$ cat config.mk
export PLATFORM = sky130hd
export DESIGN_NAME = sobolrng_ctrl
export DESIGN_NICKNAME = d
export VERILOG_FILES = /design/src/rtl/sobolrng_ctrl_pkg.sv /design/src/rtl/sobolrng_ctrl_lsz_onehot.sv /design/src/rtl/sobolrng_ctrl.sv
export SDC_FILE = /design/constraint.sdc
export NUM_CORES = 1
export LEC_CHECK = 0
export ABC_AREA = 0
export CORE_MARGIN = 2
export CORE_UTILIZATION = 50
export CTS_CLUSTER_SIZE = 30
export DETAILED_ROUTE_END_ITERATION = 16
export GPL_TIMING_DRIVEN = 0
export HOLD_SLACK_MARGIN = 0.1
export PLACE_DENSITY = 0.82
export SLEW_MARGIN = 20
export SYNTH_ARGS = -nofsm -noshare
export SYNTH_HDL_FRONTEND = slang
export SYNTH_SLANG_ARGS = --single-unit
$ cat constraint.sdc
create_clock -name iClk -period 1.9 [get_ports iClk]
set_input_delay 0.38 -clock iClk [delete_from_list [all_inputs] [get_ports iClk]]
set_output_delay 0.38 -clock iClk [all_outputs]
set_load 0.05 [all_outputs]
$ cat src/rtl/sobolrng_ctrl_pkg.sv
// Shared types and constants for the Sobol RNG sequencing controller.
package sobolrng_ctrl_pkg;

    // Controller states, 2-bit encoding.
    typedef enum logic [1:0] {
        ST_IDLE = 2'd0,
        ST_CLR  = 2'd1,
        ST_RUN  = 2'd2,
        ST_DONE = 2'd3
    } state_t;

    // All-ones step index for a counter of width w (w <= 63).
    // Used as the final step index when no run length is supplied.
    function automatic logic [63:0] last_all_ones(input int unsigned w);
        return (64'd1 << w) - 64'd1;
    endfunction

endpackage

$ cat src/rtl/sobolrng_ctrl_lsz_onehot.sv
// Lowest-zero-bit one-hot encoder.
// Output bit i is set where i is the lowest index with iVal[i] == 0.
// An all-ones input yields an all-zero output, so the core XORs nothing.
module lsz_onehot #(
    parameter int BITWIDTH = 8
) (
    input  logic [BITWIDTH-1:0] iVal,
    output logic [BITWIDTH-1:0] oOneHot
);

    // Adding one carries through the trailing ones and lands on the lowest
    // zero; masking with ~iVal keeps only that bit. All ones wraps to zero.
    assign oOneHot = ~iVal & (iVal + 1'b1);

endmodule

$ cat src/rtl/sobolrng_ctrl.sv
// Sequencing controller in front of the Sobol RNG core.
// Issues a clear pulse, then one enable per step carrying the lowest-zero
// one-hot of the step counter. All outputs are registered.
//
// Optional feature: define SOBOLRNG_CTRL_RUNLEN_EN to add the iLen port,
// which sets the final step index (iLen+1 steps). Without it a run covers
// every counter value (2^BITWIDTH steps).
//
// state | meaning
// IDLE  | waiting for iStart
// CLR   | oClr pulse out; first step may issue on the exit edge
// RUN   | issuing steps, one per unheld cycle
// DONE  | oDone pulse out, then back to IDLE
module sobolrng_ctrl
    import sobolrng_ctrl_pkg::*;
#(
    parameter int BITWIDTH = 8
) (
    input  logic                iClk,
    input  logic                iRstN,
    input  logic                iStart,
    input  logic                iHold,
    input  logic                iAbort,
`ifdef SOBOLRNG_CTRL_RUNLEN_EN
    input  logic [BITWIDTH-1:0] iLen,
`endif
    output logic                oBusy,
    output logic                oClr,
    output logic                oEn,
    output logic [BITWIDTH-1:0] oOneHot,
    output logic [BITWIDTH-1:0] oCnt,
    output logic                oLast,
    output logic                oDone
);

    localparam logic [BITWIDTH-1:0] LAST_DEF = BITWIDTH'(last_all_ones(BITWIDTH));

    state_t              r_state;
    logic [BITWIDTH-1:0] r_cnt;
    logic                r_busy;
    logic                r_clr;
    logic                r_en;
    logic [BITWIDTH-1:0] r_onehot;
    logic [BITWIDTH-1:0] r_cnt_out;
    logic                r_last;
    logic                r_done;

    logic [BITWIDTH-1:0] w_onehot;
    logic [BITWIDTH-1:0] w_last_idx;
    logic                w_is_last;

`ifdef SOBOLRNG_CTRL_RUNLEN_EN
    logic [BITWIDTH-1:0] r_last_idx;

    // Capture the requested run length with the accepted start.
    always_ff @(posedge iClk or negedge iRstN) begin
        if (!iRstN) begin
            r_last_idx <= '0;
        end else if (r_state == ST_IDLE && iStart && !iAbort) begin
            r_last_idx <= iLen;
        end
    end

    assign w_last_idx = r_last_idx;
`else
    assign w_last_idx = LAST_DEF;
`endif

    assign w_is_last = (r_cnt == w_last_idx);

    lsz_onehot #(
        .BITWIDTH (BITWIDTH)
    ) u_lsz (
        .iVal    (r_cnt),
        .oOneHot (w_onehot)
    );

    // Controller FSM, step counter and all output registers.
    always_ff @(posedge iClk or negedge iRstN) begin
        if (!iRstN) begin
            r_state   <= ST_IDLE;
            r_cnt     <= '0;
            r_busy    <= 1'b0;
            r_clr     <= 1'b0;
            r_en      <= 1'b0;
            r_onehot  <= '0;
            r_cnt_out <= '0;
            r_last    <= 1'b0;
            r_done    <= 1'b0;
        end else begin
            r_clr     <= 1'b0;
            r_en      <= 1'b0;
            r_onehot  <= '0;
            r_cnt_out <= '0;
            r_last    <= 1'b0;
            r_done    <= 1'b0;
            if (iAbort) begin
                // Abort beats everything, including a start in IDLE.
                r_state <= ST_IDLE;
                r_busy  <= 1'b0;
            end else begin
                case (r_state)
                    ST_IDLE: begin
                        r_busy <= 1'b0;
                        if (iStart) begin
                            r_state <= ST_CLR;
                            r_clr   <= 1'b1;
                            r_busy  <= 1'b1;
                            r_cnt   <= '0;
                        end
                    end
                    ST_CLR, ST_RUN: begin
                        // The first step leaves on the CLR exit edge so it
                        // lands one cycle after the clear pulse.
                        r_busy <= 1'b1;
                        if (r_state == ST_CLR) begin
                            r_state <= ST_RUN;
                        end
                        if (!iHold) begin
                            r_en      <= 1'b1;
                            r_onehot  <= w_onehot;
                            r_cnt_out <= r_cnt;
                            r_last    <= w_is_last;
                            // Counter stops on the last index; it never wraps
                            // inside a run.
                            if (w_is_last) begin
                                r_state <= ST_DONE;
                            end else begin
                                r_cnt <= r_cnt + 1'b1;
                            end
                        end
                    end
                    ST_DONE: begin
                        r_busy  <= 1'b1;
                        r_done  <= 1'b1;
                        r_state <= ST_IDLE;
                    end
                    default: begin
                        r_state <= ST_IDLE;
                        r_busy  <= 1'b0;
                    end
                endcase
            end
        end
    end

    assign oBusy   = r_busy;
    assign oClr    = r_clr;
    assign oEn     = r_en;
    assign oOneHot = r_onehot;
    assign oCnt    = r_cnt_out;
    assign oLast   = r_last;
    assign oDone   = r_done;

endmodule
==> summary.txt, run 1 <==
Outcome
  – Status: completed

STA
  – Worst setup skew after layout: approximately 0.0047 ns
  – Min Tclk post-route: ~1.8 ns
  – Share of the cycle needed by the critical path after routing: 97.3%
  – Worst Setup Slack, final: 0.0517 ns
  – Setup-failing EPs final: 0
  – Max Transition Viols Final: 0
  – Setup repair after global routing missed its margin: no
  – Worst relative slew slack: 55.8%
  – Maximum achievable frequency: about 540 MHz
  – Worst Tran Pin Value: 0.663 ns
  – Count of endpoints failing hold in the final timing report: 0

Clocking
  – Post-CTS Setup Bufs: 0
  – Root buffer selected by CTS: sky130_fd_sc_hd__clkbuf_4
  – Post-CTS sizing: 0
  – Clock Tree Buf Depth: 2
  – Total clock sinks: 31
  – Clock-pin slew of the registers on the worst-case setup and hold paths: 0.09 ns
  – CTS H-Tree Depth: 2
  – TritonCTS Buffers: 5
  – Clock tree from TritonCTS: yes
  – Worst-Skew Late Latency: around 0.32 ns
  – Quantity of hold-fixing buffers added after cts: 1

Synth
  – Netlist area before placement: 1360 um^2
  – Share of synthesized area occupied by flip-flops and latches: 57.0%
  – Syn Area/Cell: between 10 and 15 um^2
  – Instance count of the mapped netlist: 112
  – Number of nets produced by synthesis: ~130
  – Synth Area in Compound Gates: 3.77%
  – Warnings from Yosys: 0
  – Xor/xnor share of the synthesized area: 0%
  – Adder-cell share of the synthesized area: 10.1%
  – Multiplexer share of the synthesized area: 6.62%
  – Fraction of the mapped netlist area in simple logic gates: 18.7%
  – Unique masters post-synth: 20
  – Largest family of logic cells by synthesized area: simple AND/OR/NAND/NOR gates
  – Total of flip-flops plus latches after synthesis: 31

Layout
  – Number of filler instances in the final layout: around 180
  – Number of diodes: 0
  – Util after Layout: between 60 and 70%
  – P&R area growth vs syn: 25.2%
  – Final Cell Area: 1700 um^2
  – Fraction of final layout cells with drive strength greater than 1: 8.90%
  – Number of nets in the finished design: around 160

Worst setup path
  – CP Buf/Inv Count: 1
  – Element type at the critical path start: flop
  – Register-to-Register Path Depth: 6
  – Crit path cell chain: clkdlybuf4s50_1
  – Last element of the critical path: oBusy
  – Slowest stage delay, CP: 0.80 ns
  – Crit path required time: roughly 1.5 ns
  – Register-to-register setup slack: 0.18 ns
  – Beginning of the critical path: oBusy$_DFF_PN0_
  – CP endpoint kind: output port
  – Top cell family by delay on the critical path: buffers and inverters
  – Highest fanout seen on the critical path: 1
  – Reg2reg start: r_state[0]$_DFFE_PN0P_
  – Stages on the worst setup path: 1
  – Worst path slowest cell: sky130_fd_sc_hd__clkdlybuf4s50_1
  – RR Endpoint: r_cnt[6]$_DFFE_PN0P_
  – WS Path Type: reg -> out
  – Arrival @ worst endpoint: 1.47 ns

Min path
  – Class of the worst hold path: reg -> reg

Place
  – Post-Place Setup Slack: -0.0667 ns
  – DP HPWL: 1.69 mm
  – RD Place Congestion: 0.802
  – Post-detailed-placement cell area: 1640 um^2
  – Total of buffers placed on input and output ports: 25

Die
  – Top-level port count: 26
  – Std cell rows: 18
  – Initial Utilization: a little over half
  – Die extent in x: 56.2 um
  – Area of the placeable core: 2520 um^2
  – Die area: 3150 um^2
  – Die outline height: 56.2 um

Route
  – Routed via count divided by cell count: 5.09
  – Iteration-0 DRC count of the detailed router: 22
  – Remaining DRCs: 0
  – Pre-antenna DRT Iters: 4
  – Wire length per cell after detailed routing: 13.3 um
  – Routed via count: 895
  – Sum of routed wire length over all layers: around 2.3 mm
  – Antenna-violating nets left: 0

GRT
  – GRT Total Usage: approximately 17%
  – Antenna violations before repair: 0
  – Pin count of the biggest net entering global routing: 32
  – Vias in the first global route: 906
  – First-pass GRT wire length: 4.15 mm
  – Overflow left after global routing: 0

Power and ir drop
  – IR drop worst, VDD: 0.917 mV
  – Power consumption: 1.66 mW
  – Power per unit of standard cell area: 973 nW/um^2
  – Lkg Pwr: 0.835 nW

Run
  – Max-cap check violation count: 0
==> worst min path at each step <==
| stage | startpoint | endpoint | cells after the start | slack [ns] |
|---|---|---|---|---|
| finish | r_cnt[1]$_DFFE_PN0P_ | oCnt[1]$_DFF_PN0_ | 2 | 0.58 |
| global route | r_cnt[1]$_DFFE_PN0P_ | oCnt[1]$_DFF_PN0_ | 2 | 0.62 |
| floorplan | iRstN | oBusy$_DFF_PN0_ | 0 | 0.08 |
| detailed placement | iRstN | r_state[0]$_DFFE_PN0P_ | 1 | 0.45 |
| CTS | r_cnt[1]$_DFFE_PN0P_ | oCnt[1]$_DFF_PN0_ | 2 | 0.58 |
| global placement | r_cnt[1]$_DFFE_PN0P_ | oCnt[1]$_DFF_PN0_ | 2 | 0.55 |
==> metrics by stage <==
stage,TNS [ns],hold slack (ns),cells
4_1_cts,0,0.584,176
5_1_grt,0,0.624,176
3_3_place_gp,-1.48,0.550,167
3_5_place_dp,-0.451,0.451,167
2_1_floorplan,0,0.0844,112
6_report,0,0.581,176
==> synth_stat cells <==
library cell,n,area (um^2)
sky130_fd_sc_hd__a2111oi_2,1,15.0
sky130_fd_sc_hd__and3_1,1,6.26
sky130_fd_sc_hd__nor2b_1,3,18.8
sky130_fd_sc_hd__buf_1,1,3.75
sky130_fd_sc_hd__inv_4,1,6.26
sky130_fd_sc_hd__nand2_2,1,6.26
sky130_fd_sc_hd__nand2_1,11,41.3
sky130_fd_sc_hd__nor2_1,14,52.6
sky130_fd_sc_hd__dfrtp_1,31,776
sky130_fd_sc_hd__nand4_4,1,21.3
sky130_fd_sc_hd__inv_1,11,41.3
sky130_fd_sc_hd__mux2i_1,9,90.1
sky130_fd_sc_hd__nor3_1,2,10.0
sky130_fd_sc_hd__nand4bb_1,2,22.5
sky130_fd_sc_hd__nand3_4,1,17.5
sky130_fd_sc_hd__o311a_1,1,10.0
sky130_fd_sc_hd__and2_1,8,50.1
sky130_fd_sc_hd__ha_1,11,138
sky130_fd_sc_hd__o221ai_4,1,26.3
sky130_fd_sc_hd__nor3b_1,1,7.51
==> layer usage <==
layer | global-route usage, % | up-vias | routed length (um)
li1 | - | 438 | -
met1 | 20.7 | 422 | 1000
met2 | 27.7 | 24 | 1150
met3 | 5.58 | 11 | 89
met4 | 10.2 | 0 | 91
met5 | 0 | - | 0
==> sequential cells by signal, summed over array words and instances (netlist names) <==
name and cells:
oOneHot 8, r_state 2, oBusy 1, r_cnt 8
oLast 1, oDone 1, oCnt 8, oClr 1
oEn 1
==> placed cells by master (no fill, tap or decap), drive strengths merged, types with 2 or more instances in the layout <==
cell	count
nand2	12
mux2i	9
buf	2
ha	11
clkdlybuf4s50	24
clkbuf	7
nor2	14
nand4bb	2
nor2b	3
dfrtp	31
inv	12
nor3	2
and2	8
==> logic make-up after synthesis <==
family | after synthesis
AO/OA/AOI/OAI | 3
adder cells (fa/ha/maj) | 11
buffers and inverters | 13
flip-flops | 31
multiplexers | 9
AND/OR/NAND/NOR | 45
==> power breakdown <==
part	switching [mW]	total [mW]	internal [mW]	leakage, nW
clock network	0.208	0.352	0.144	0.0293
registers	0.0583	0.783	0.725	0.427
logic	0.322	0.521	0.199	0.378
==> area by class of cell <==
cell class	instances	area, um^2	share of cell area (%)
clock inverters	1	5.00	0.294
plain buffers	1	3.75	0.220
inverters	12	47.5	2.79
flip-flops and latches	31	776	45.6
well taps	30	37.5	2.20
multi-input cells	68	533	31.3
clock buffers	7	45.0	2.65
repair buffers	26	255	15.0
Note: power is estimated with default switching activity, not from simulation.
==> inputs of run 2 (changes only) <==
SLEW_MARGIN = 15   (was 20)
==> results of run 2 <==
Final layout, timing and power as in run 1 (identical DEF).
